[src/rtl/rfg_spi_cmd_sequencer_if.sv]
// rfg_spi_cmd_sequencer_if: AXIS byte ingress from SPI and read-back egress towards SPI.
interface rfg_spi_cmd_sequencer_if #(
   parameter int ID_WIDTH = 8
);
   logic [7:0]          s_axis_tdata;
   logic                s_axis_tvalid;
   logic                s_axis_tready;
   logic [ID_WIDTH-1:0] s_axis_tid;
   logic [7:0]          m_axis_tdata;
   logic                m_axis_tvalid;
   logic                m_axis_tready;
   logic                m_axis_tlast;
   logic [ID_WIDTH-1:0] m_axis_tdest;
   modport master (
      output s_axis_tdata, s_axis_tvalid, s_axis_tid, m_axis_tready,
      input  s_axis_tready, m_axis_tdata, m_axis_tvalid, m_axis_tlast, m_axis_tdest
   );
   modport slave (
      input  s_axis_tdata, s_axis_tvalid, s_axis_tid, m_axis_tready,
      output s_axis_tready, m_axis_tdata, m_axis_tvalid, m_axis_tlast, m_axis_tdest
   );
endinterface

[src/rtl/rfg_spi_cmd_sequencer.sv]
// rfg_spi_cmd_sequencer: decodes SPI command bytes into register-file write/read strobes
// and streams read data back to the originating source.
module rfg_spi_cmd_sequencer #(
   parameter int ADDR_WIDTH = 8,
   parameter int ID_WIDTH   = 8,
   parameter int TIMEOUT    = 1024
) (
   input  logic                  clk,
   input  logic                  resn,
   rfg_spi_cmd_sequencer_if.slave axis,
   output logic [ADDR_WIDTH-1:0] rfg_address,
   output logic                  rfg_write,
   output logic [7:0]            rfg_writedata,
   output logic                  rfg_read,
   input  logic [7:0]            rfg_readdata,
   input  logic                  rfg_readdata_valid,
   output logic                  busy,
   output logic                  err_cmd,
   output logic                  err_timeout
);
   localparam int IW = $clog2(TIMEOUT);
   typedef enum logic [2:0] {CMD, ADDR, LEN, WDATA, RREQ, RWAIT, RSEND} state_t;
   state_t state;
   logic is_read, auto_inc, hs, timed;
   logic [7:0] rem;
   logic [IW-1:0] idle;
   assign axis.s_axis_tready = state inside {CMD, ADDR, LEN, WDATA};
   assign hs = axis.s_axis_tvalid && axis.s_axis_tready;
   assign timed = state inside {ADDR, LEN, WDATA, RWAIT};
   assign busy = state != CMD;
   always_ff @(posedge clk) begin
      if (!resn) begin
         state              <= CMD;
         is_read            <= 1'b0;
         auto_inc           <= 1'b0;
         rem                <= '0;
         idle               <= '0;
         rfg_address        <= '0;
         rfg_write          <= 1'b0;
         rfg_writedata      <= '0;
         rfg_read           <= 1'b0;
         axis.m_axis_tdata  <= '0;
         axis.m_axis_tvalid <= 1'b0;
         axis.m_axis_tlast  <= 1'b0;
         axis.m_axis_tdest  <= '0;
         err_cmd            <= 1'b0;
         err_timeout        <= 1'b0;
      end else begin
         rfg_write   <= 1'b0;
         rfg_read    <= 1'b0;
         err_cmd     <= 1'b0;
         err_timeout <= 1'b0;
         idle        <= (timed && !hs) ? idle + IW'(1) : '0;
         // write address advances once the strobe it belongs to has been issued
         if (rfg_write && auto_inc) rfg_address <= rfg_address + ADDR_WIDTH'(1);
         unique case (state)
            CMD: if (hs) begin
               is_read           <= axis.s_axis_tdata[7];
               auto_inc          <= axis.s_axis_tdata[5];
               axis.m_axis_tdest <= axis.s_axis_tid;
               err_cmd           <= axis.s_axis_tdata[7:6] == 2'b11;
               state             <= (axis.s_axis_tdata[7:6] == 2'b01 || axis.s_axis_tdata[7:6] == 2'b10) ? ADDR : CMD;
            end
            ADDR: if (hs) begin
               rfg_address <= ADDR_WIDTH'(axis.s_axis_tdata);
               state       <= LEN;
            end
            LEN: if (hs) begin
               rem      <= axis.s_axis_tdata;
               rfg_read <= is_read && axis.s_axis_tdata != 8'd0;
               state    <= (axis.s_axis_tdata == 8'd0) ? CMD : (is_read ? RREQ : WDATA);
            end
            WDATA: if (hs) begin
               rfg_write     <= 1'b1;
               rfg_writedata <= axis.s_axis_tdata;
               rem           <= rem - 8'd1;
               state         <= (rem == 8'd1) ? CMD : WDATA;
            end
            RREQ: state <= RWAIT;
            RWAIT: if (rfg_readdata_valid) begin
               axis.m_axis_tdata  <= rfg_readdata;
               axis.m_axis_tvalid <= 1'b1;
               axis.m_axis_tlast  <= rem == 8'd1;
               state              <= RSEND;
            end
            RSEND: if (axis.m_axis_tready) begin
               axis.m_axis_tvalid <= 1'b0;
               axis.m_axis_tlast  <= 1'b0;
               rem                <= rem - 8'd1;
               rfg_address        <= auto_inc ? rfg_address + ADDR_WIDTH'(1) : rfg_address;
               rfg_read           <= rem != 8'd1;
               state              <= (rem == 8'd1) ? CMD : RREQ;
            end
            default: state <= CMD;
         endcase
         // arriving read data wins over a coincident expiry
         if (timed && !hs && !(state == RWAIT && rfg_readdata_valid) && idle == IW'(TIMEOUT - 1)) begin
            err_timeout <= 1'b1;
            state       <= CMD;
         end
      end
   end
endmodule

[src/flat_wrapper.sv]
// flat-port wrapper written by rule: the top's interface ports become plain ports
module rfg_spi_cmd_sequencer_flat 
#(
   parameter int ADDR_WIDTH = 8,
   parameter int ID_WIDTH   = 8,
   parameter int TIMEOUT    = 1024
)
  (clk, resn, rfg_address, rfg_write, rfg_writedata, rfg_read, rfg_readdata, rfg_readdata_valid, busy, err_cmd, err_timeout, axis_s_axis_tdata, axis_s_axis_tvalid, axis_s_axis_tid, axis_m_axis_tready, axis_s_axis_tready, axis_m_axis_tdata, axis_m_axis_tvalid, axis_m_axis_tlast, axis_m_axis_tdest);
  rfg_spi_cmd_sequencer_if #(.ID_WIDTH(ID_WIDTH)) axis_i ();
  input  logic clk;
  input  logic resn;
  output logic [ADDR_WIDTH-1:0] rfg_address;
  output logic rfg_write;
  output logic [7:0] rfg_writedata;
  output logic rfg_read;
  input  logic [7:0] rfg_readdata;
  input  logic rfg_readdata_valid;
  output logic busy;
  output logic err_cmd;
  output logic err_timeout;
  input wire logic [$bits(axis_i.s_axis_tdata)-1:0] axis_s_axis_tdata;
  input wire logic [$bits(axis_i.s_axis_tvalid)-1:0] axis_s_axis_tvalid;
  input wire logic [$bits(axis_i.s_axis_tid)-1:0] axis_s_axis_tid;
  input wire logic [$bits(axis_i.m_axis_tready)-1:0] axis_m_axis_tready;
  output wire logic [$bits(axis_i.s_axis_tready)-1:0] axis_s_axis_tready;
  output wire logic [$bits(axis_i.m_axis_tdata)-1:0] axis_m_axis_tdata;
  output wire logic [$bits(axis_i.m_axis_tvalid)-1:0] axis_m_axis_tvalid;
  output wire logic [$bits(axis_i.m_axis_tlast)-1:0] axis_m_axis_tlast;
  output wire logic [$bits(axis_i.m_axis_tdest)-1:0] axis_m_axis_tdest;
  assign axis_i.s_axis_tdata = axis_s_axis_tdata;
  assign axis_i.s_axis_tvalid = axis_s_axis_tvalid;
  assign axis_i.s_axis_tid = axis_s_axis_tid;
  assign axis_i.m_axis_tready = axis_m_axis_tready;
  assign axis_s_axis_tready = axis_i.s_axis_tready;
  assign axis_m_axis_tdata = axis_i.m_axis_tdata;
  assign axis_m_axis_tvalid = axis_i.m_axis_tvalid;
  assign axis_m_axis_tlast = axis_i.m_axis_tlast;
  assign axis_m_axis_tdest = axis_i.m_axis_tdest;
  rfg_spi_cmd_sequencer #(.ADDR_WIDTH(ADDR_WIDTH), .ID_WIDTH(ID_WIDTH), .TIMEOUT(TIMEOUT)) u_core (.clk(clk), .resn(resn), .axis(axis_i), .rfg_address(rfg_address), .rfg_write(rfg_write), .rfg_writedata(rfg_writedata), .rfg_read(rfg_read), .rfg_readdata(rfg_readdata), .rfg_readdata_valid(rfg_readdata_valid), .busy(busy), .err_cmd(err_cmd), .err_timeout(err_timeout));
endmodule
[config.mk]
export PLATFORM = sky130hd
export DESIGN_NAME = rfg_spi_cmd_sequencer_flat
export DESIGN_NICKNAME = d
export VERILOG_FILES = /design/src/rtl/rfg_spi_cmd_sequencer_if.sv /design/src/rtl/rfg_spi_cmd_sequencer.sv /design/src/flat_wrapper.sv
export SDC_FILE = /design/constraint.sdc
export NUM_CORES = 1
export LEC_CHECK = 0
export CORE_ASPECT_RATIO = 1.2
export CORE_MARGIN = 2
export CORE_UTILIZATION = 50
export CTS_BUF_LIST = sky130_fd_sc_hd__clkbuf_8
export DETAILED_ROUTE_END_ITERATION = 16
export GPL_TIMING_DRIVEN = 0
export PLACE_DENSITY = 0.81
export SYNTH_ARGS = -nofsm -noshare
export SYNTH_HDL_FRONTEND = slang
export SYNTH_SLANG_ARGS = --single-unit
[constraint.sdc]
create_clock -name clk -period 5 [get_ports clk]
set_input_delay 1.25 -clock clk [delete_from_list [all_inputs] [get_ports clk]]
set_output_delay 1.25 -clock clk [all_outputs]
set_load 0.02 [all_outputs]
## Word-level counts from Yosys, hierarchy flattened

Index checks and enable logic that the tools add are counted.

| word-level totals | value |
|---|---|
| flip-flop bits (word level) | 61 |
| input port bits | 29 |
| output and inout port bits | 40 |
| word-level logic and storage cells | 97 |

| operators by class | value |
|---|---|
| add/subtract/negate cells | 3 |
| eq/ne operators | 19 |
| muxes and demuxes | 31 |
| bitwise operators | 1 |
| reductions and logical operators | 28 |

Operator list:

| kind | number |
|---|---|
| 2-to-1 mux 8 bit | 7 |
| 2-to-1 mux 3 bit | 9 |
| case mux 8 bit (3 select lines) | 1 |
| case mux 3 bit (7 select lines) | 1 |
| case mux 8 bit (2 select lines) | 1 |
| adder 10 x 1 -> 10 bit (second input constant) | 1 |
| == test 10 bit (second input constant) | 1 |
| AND reduction 2 bit | 5 |
| == test 3 bit (second input constant) | 3 |
| adder 8 x 1 -> 8 bit (second input constant) | 1 |
| == test 8 x 1 -> 1 bit (second input constant) | 1 |
| logical NOT 8 bit | 1 |
| 2-to-1 mux 1 bit | 8 |
| inequality test 2 x 1 -> 1 bit (second input constant) | 4 |
| inequality test 8 x 1 -> 1 bit (second input constant) | 1 |
| nonzero test 4 bit | 2 |
| nonzero test 8 bit | 1 |
| subtractor 8 x 1 -> 8 bit (second input constant) | 1 |
| logical AND 1 bit | 7 |
| == test 3 x 2 -> 1 bit (second input constant) | 2 |
| case mux 1 bit (2 select lines) | 3 |
| AND reduction 3 bit | 2 |
| AND reduction 6 bit | 1 |
| nonzero test 3 bit | 2 |
| 13 further kinds | 16 |

## Logic depth before layout (Yosys ltp)

Gate-level depths: netlist (run 1).

| depth | value |
|---|---|
| depth after elaboration | 8 |
| gate-level depth with buffers | 6 |

## Least setup slack after synthesis (run 1)

OpenSTA, ideal clock, no wires.

| path | value |
|---|---|
| path type | input to register |
| from | input port axis_s_axis_tdata[6] |
| to | register u_core.rfg_read |
| library setup time | 96 ps |
| arrival | 2343 ps |
| required time | 4904 ps |
| setup slack | 2561 ps |
| stages | 6 |
| path buffers | 0 |
| path through | inv_1 > ha_1 > nor4b_1 > a2111oi_0 > a21oi_1 > nor4b_1 |

| between the ends | value |
|---|---|
| word-level cells in the longest chain between the ends | 4 |

RTL lines:

| what | RTL line | RTL |
|---|---|---|
| start: declaration | flat_wrapper.sv:21 | `input wire logic [$bits(axis_i.s_axis_tdata)-1:0] axis_s_axis_tdata;` |
| nonzero test 8 bit | rfg_spi_cmd_sequencer.sv:70 | `rfg_read <= is_read && axis.s_axis_tdata != 8'd0;` |
| logical AND 1 bit | rfg_spi_cmd_sequencer.sv:70 |  |
| 2-to-1 mux 1 bit | rfg_spi_cmd_sequencer.sv:68 | `LEN: if (hs) begin` |
| case mux 1 bit (2 select lines) | rfg_spi_cmd_sequencer.sv:56 | `unique case (state)` |
| end signal: assignment | rfg_spi_cmd_sequencer.sv:50 | `rfg_read <= 1'b0;` |
| end signal: assignment | rfg_spi_cmd_sequencer.sv:70 |  |
| end signal: assignment | rfg_spi_cmd_sequencer.sv:91 | `rfg_read <= rem != 8'd1;` |
| end: declaration | rfg_spi_cmd_sequencer.sv:14 | `output logic rfg_read,` |

No other way between the ends.
A chain may end at the register's enable or synchronous reset.

## Worst setup path after layout (run 1)

| path | value |
|---|---|
| from | register u_core.state[2] |
| to | output port busy |

| between the ends | value |
|---|---|
| word-level cells in the longest chain between the ends | 1 |

RTL lines:

| what | RTL line | RTL |
|---|---|---|
| start: declaration | rfg_spi_cmd_sequencer.sv:23 | `state_t state;` |
| start signal: assignment | rfg_spi_cmd_sequencer.sv:62 | `state <= (axis.s_axis_tdata[7:6] == 2'b01 \|\| axis.s_axis_tdata[7:6] == 2'b10) ? ADDR : CMD;` |
| start signal: assignment | rfg_spi_cmd_sequencer.sv:71 | `state <= (axis.s_axis_tdata == 8'd0) ? CMD : (is_read ? RREQ : WDATA);` |
| start signal: assignment | rfg_spi_cmd_sequencer.sv:77 | `state <= (rem == 8'd1) ? CMD : WDATA;` |
| nonzero test 3 bit | rfg_spi_cmd_sequencer.sv:30 | `assign busy = state != CMD;` |
| end: declaration | flat_wrapper.sv:18 | `output logic busy;` |

No other way between the ends.

==> metrics.cfg, run 1 <==
[power_and_ir_drop]
worst_ir_drop_vdd_mv = 0.247
leakagePower_nw = 1.40
seqPwrFrac_pct = 44.5
power.share.clock_pct = 41.2
power-per-cell-area_nw_per_um2 = 294
power_frac_comb_pct = 14.3
switching_share_pct = 26.3
p_int_w = 0.000854
p_sw_w = 0.000305

[sta]
fin_crit_sh_pct = 61.1
finalHoldViolCount = 0
fin_hold_ws_ns = 0.455
rsz0062_at_grt = no
layout_setup_ws_ns = 1.94
finalMaxSlewViolations = 0
worst_pin_slew_ns = 0.830
relSlewSlack_pct = 44.1
fin_crit_ns = 3.06
fmax_mhz = 327
skew_ns = 0.00925
setup_viol = 0
fin_setup_tns_ns = 0

[global_routing]
track_usage_pct = 26.4
grt_start_max_net_pins = 12
grt.overflow.total = 0
grt_pass1_vias = 2871
antenna_found_initial = 0
grt_first_pass_wirelength_um = 13300

[synth]
synth_edf_count = 0
yosysTopAreaCell = dfxtp_1
yosysWarnings = 0
synth_seq_cells = 61
netlist_area_um2 = 2950
synth.net_count = 399
yosys.cell_types.count = 53
ys_seq_area_share_pct = 41.4
avgSynthCellArea_um2 = 8.11
synth_area_leaders = dfxtp_1 41%, nand2_1 9.5%, a21oi_1 7.5%, nor2_1 2.9%, ha_1 2.5%
synth_ff_type = dfxtp_1
async_flop_share_pct = 0
synth_cells = 364
synth.top_cell.area_share_pct = 41.4

[placement]
dpl_worst_slack_ns = 1.66
io_buffers = 68
dp_cells = 512
dp_hpwl_um = 5900
gp_congestion = 0.929

[detailed_routing]
vias = 2996
wl_um = 8120
wl_per_cell_um = 15.4
drt-pass1-iter-count = 7
ant_nets = 0
vias_per_cell = 5.67
drt_iter0_drc = 223
drcViolationCount = 0

[critical_path]
path_max_fanout = 10
startpoint_type = flop
crit_required_ns = 3.75
path_class = reg -> out
cp.arrival_ns = 1.81
rrSetupSlack_ns = 3.04
crit_path_end_kind = output pin

[floorplanning]
die_w_um = 74.1
io_pins = 69
initial_core_util_pct = 52.1
fp.dieArea_um2 = 6530
coreArea_um2 = 5670
rows = 30
die_y_um = 88.1

[clock_network]
cts_sinks = 61
cts_tree = done
clock_path_buffers = 2
cts_setup_buffers = 0
cts_resized = 0
cts_hold_buf = 0
path_clk_slew_ns = 0.07
clkLatencyLatePin_ns = 0.33
root_buffer = clkbuf_8
htreeDepth = 3
cts_buffers = 9

[layout]
n_antenna_cell = 0
fin_nets = 478
fin_cells = 528
area_growth_pct = 33.8
fillerInstances = 475
drive_gt1_share_pct = 7.14
fin_util_pct = 69.6

[outcome]
status = complete, no violations

[run]
cap_violations = 0

[hold_path]
hp-class = reg -> reg

## logic make-up (layout without fill, tap and decap cells)
| logic type | after synthesis | in the layout | share of synthesized area [%] |
|---|---|---|---|
| XOR/XNOR | 9 | 9 | 3.31 |
| buffers and inverters | 30 | 114 | 4.79 |
| AND/OR/NAND/NOR | 162 | 162 | 26.7 |
| AO/OA/AOI/OAI | 89 | 89 | 18.9 |
| adder cells (fa/ha/maj) | 6 | 6 | 2.54 |
| flip-flops | 61 | 61 | 41.4 |
| multiplexers | 7 | 7 | 2.37 |
## layer usage
layer / vias to the layer above / wire [um] / track usage (%)
li1: 1458 / - / -
met1: 1401 / 3280 / 32.1
met2: 118 / 4180 / 43.8
met3: 19 / 496 / 4.95
met4: 0 / 167 / 14.0
met5: - / 0 / 0
## synthesized netlist by cell type (3+ instances only)
master,count
nor3_1,9
nor2_1,23
nand3_1,14
and2_1,5
nand4_1,5
a22oi_1,6
xor2_1,7
mux2i_1,7
buf_2,5
inv_1,12
a21oi_1,44
a31oi_1,6
a211oi_1,6
nand2_1,75
clkbuf_1,9
dfxtp_1,61
ha_1,6
a211o_1,3
o22ai_1,5
and3_1,4
nand3b_1,3
## metrics by stage
step / total power [W] / instance area [um2]
after global routing: 0.00121 / 3950
final: 0.00116 / 3950
after floorplan: 0.000617 / 2950
after global placement: 0.000687 / 3730
after CTS: 0.00116 / 3950
after detailed placement: 0.000690 / 3730
## cell type report
class / instances / area [um2] / area share, %
Timing Repair Buffer: 68 / 681 / 17.2
Buffer: 18 / 96.3 / 2.44
Tap cell: 80 / 100 / 2.54
Inverter: 12 / 45.0 / 1.14
Multi-Input combinational cell: 273 / 1590 / 40.2
Clock buffer: 9 / 124 / 3.14
Sequential cell: 61 / 1220 / 30.9
Clock inverter: 7 / 91.3 / 2.31
## power by group through the flow
stage	Sequential [W]	Clock [W]	Combinational [W]
2_1_floorplan	0.000535	0	0.0000821
3_3_place_gp	0.000526	0	0.000160
3_5_place_dp	0.000527	0	0.000163
4_1_cts	0.000516	0.000484	0.000164
5_1_grt	0.000518	0.000508	0.000180
6_report	0.000516	0.000478	0.000165
## final timing paths
kind / start / cells past startpoint / end
max: u_core.state[2]$_SDFFE_PP0P_ / 5 / busy
min: u_core.rfg_writedata[0]$_SDFFE_PN0P_ / 2 / u_core.rfg_writedata[0]$_SDFFE_PN0P_
max reg2reg: u_core.rem[0]$_SDFFE_PN0P_ / 6 / u_core.rem[6]$_SDFFE_PN0P_
min reg2reg: u_core.rfg_writedata[0]$_SDFFE_PN0P_ / 2 / u_core.rfg_writedata[0]$_SDFFE_PN0P_
## cell usage in the layout (no fill, tap or decap), drive strengths merged, types with 3 or more instances in the layout
cell,n
nand2,75
a211oi,6
nand3b,3
inv,13
clkbuf,18
nor2,24
o22ai,5
ha,6
a22oi,6
xor2,8
o21ai,3
and2,5
nand4,5
and3,4
nor3,9
clkdlybuf4s50,68
nand3,14
a21oi,45
clkinv,4
buf,9
dfxtp,61
a211o,3
mux2i,7
a31oi,6
## state kept, by name (all words and copies together) (netlist names), 3 cells and up
name                      cells
u_core.axis.m_axis_tdata      8
u_core.idle                  10
u_core.axis.m_axis_tdest      8
u_core.rfg_address            8
u_core.state                  3
u_core.rem                    8
u_core.rfg_writedata          8
## critical path, stage by stage, from the launching register on
cell and delay [ns]:
dfxtp_1 0.34, buf_6 0.15, buf_2 0.21, inv_1 0.10, nand2_1 0.06, clkdlybuf4s50_1 0.60
No activity file was read; power rests on OpenSTA's default activity.
==> run 2, diff against run 1 <==
==> constraint.sdc (replaced) <==
create_clock -name clk -period 2.9 [get_ports clk]
set_input_delay 0.725 -clock clk [delete_from_list [all_inputs] [get_ports clk]]
set_output_delay 0.725 -clock clk [all_outputs]
set_load 0.02 [all_outputs]
==> results of run 2 <==
The final DEF is identical to that of run 1. Status: complete, no violations.
Main changes from that run: setup slack after placement 1.66 ns -> 0.0807 ns; setup slack after layout 1.94 ns -> 0.369 ns; register-to-register setup slack 3.04 ns -> 0.94 ns; total power 0.00116 W -> 0.00200 W; worst IR drop on VDD 0.247 mV -> 0.425 mV
==> run 3, diff against run 2 <==
--- a/config.mk
+++ b/config.mk
@@ -15,3 +15,4 @@
 export SYNTH_ARGS = -nofsm -noshare
 export SYNTH_HDL_FRONTEND = slang
 export SYNTH_SLANG_ARGS = --single-unit
+export TNS_END_PERCENT = 50
==> results of run 3 <==
The final DEF is identical to that of run 1. Status: complete, no violations.
Main changes from that run: setup slack after placement 1.66 ns -> 0.0807 ns; setup slack after layout 1.94 ns -> 0.369 ns; register-to-register setup slack 3.04 ns -> 0.94 ns; total power 0.00116 W -> 0.00200 W; worst IR drop on VDD 0.247 mV -> 0.425 mV
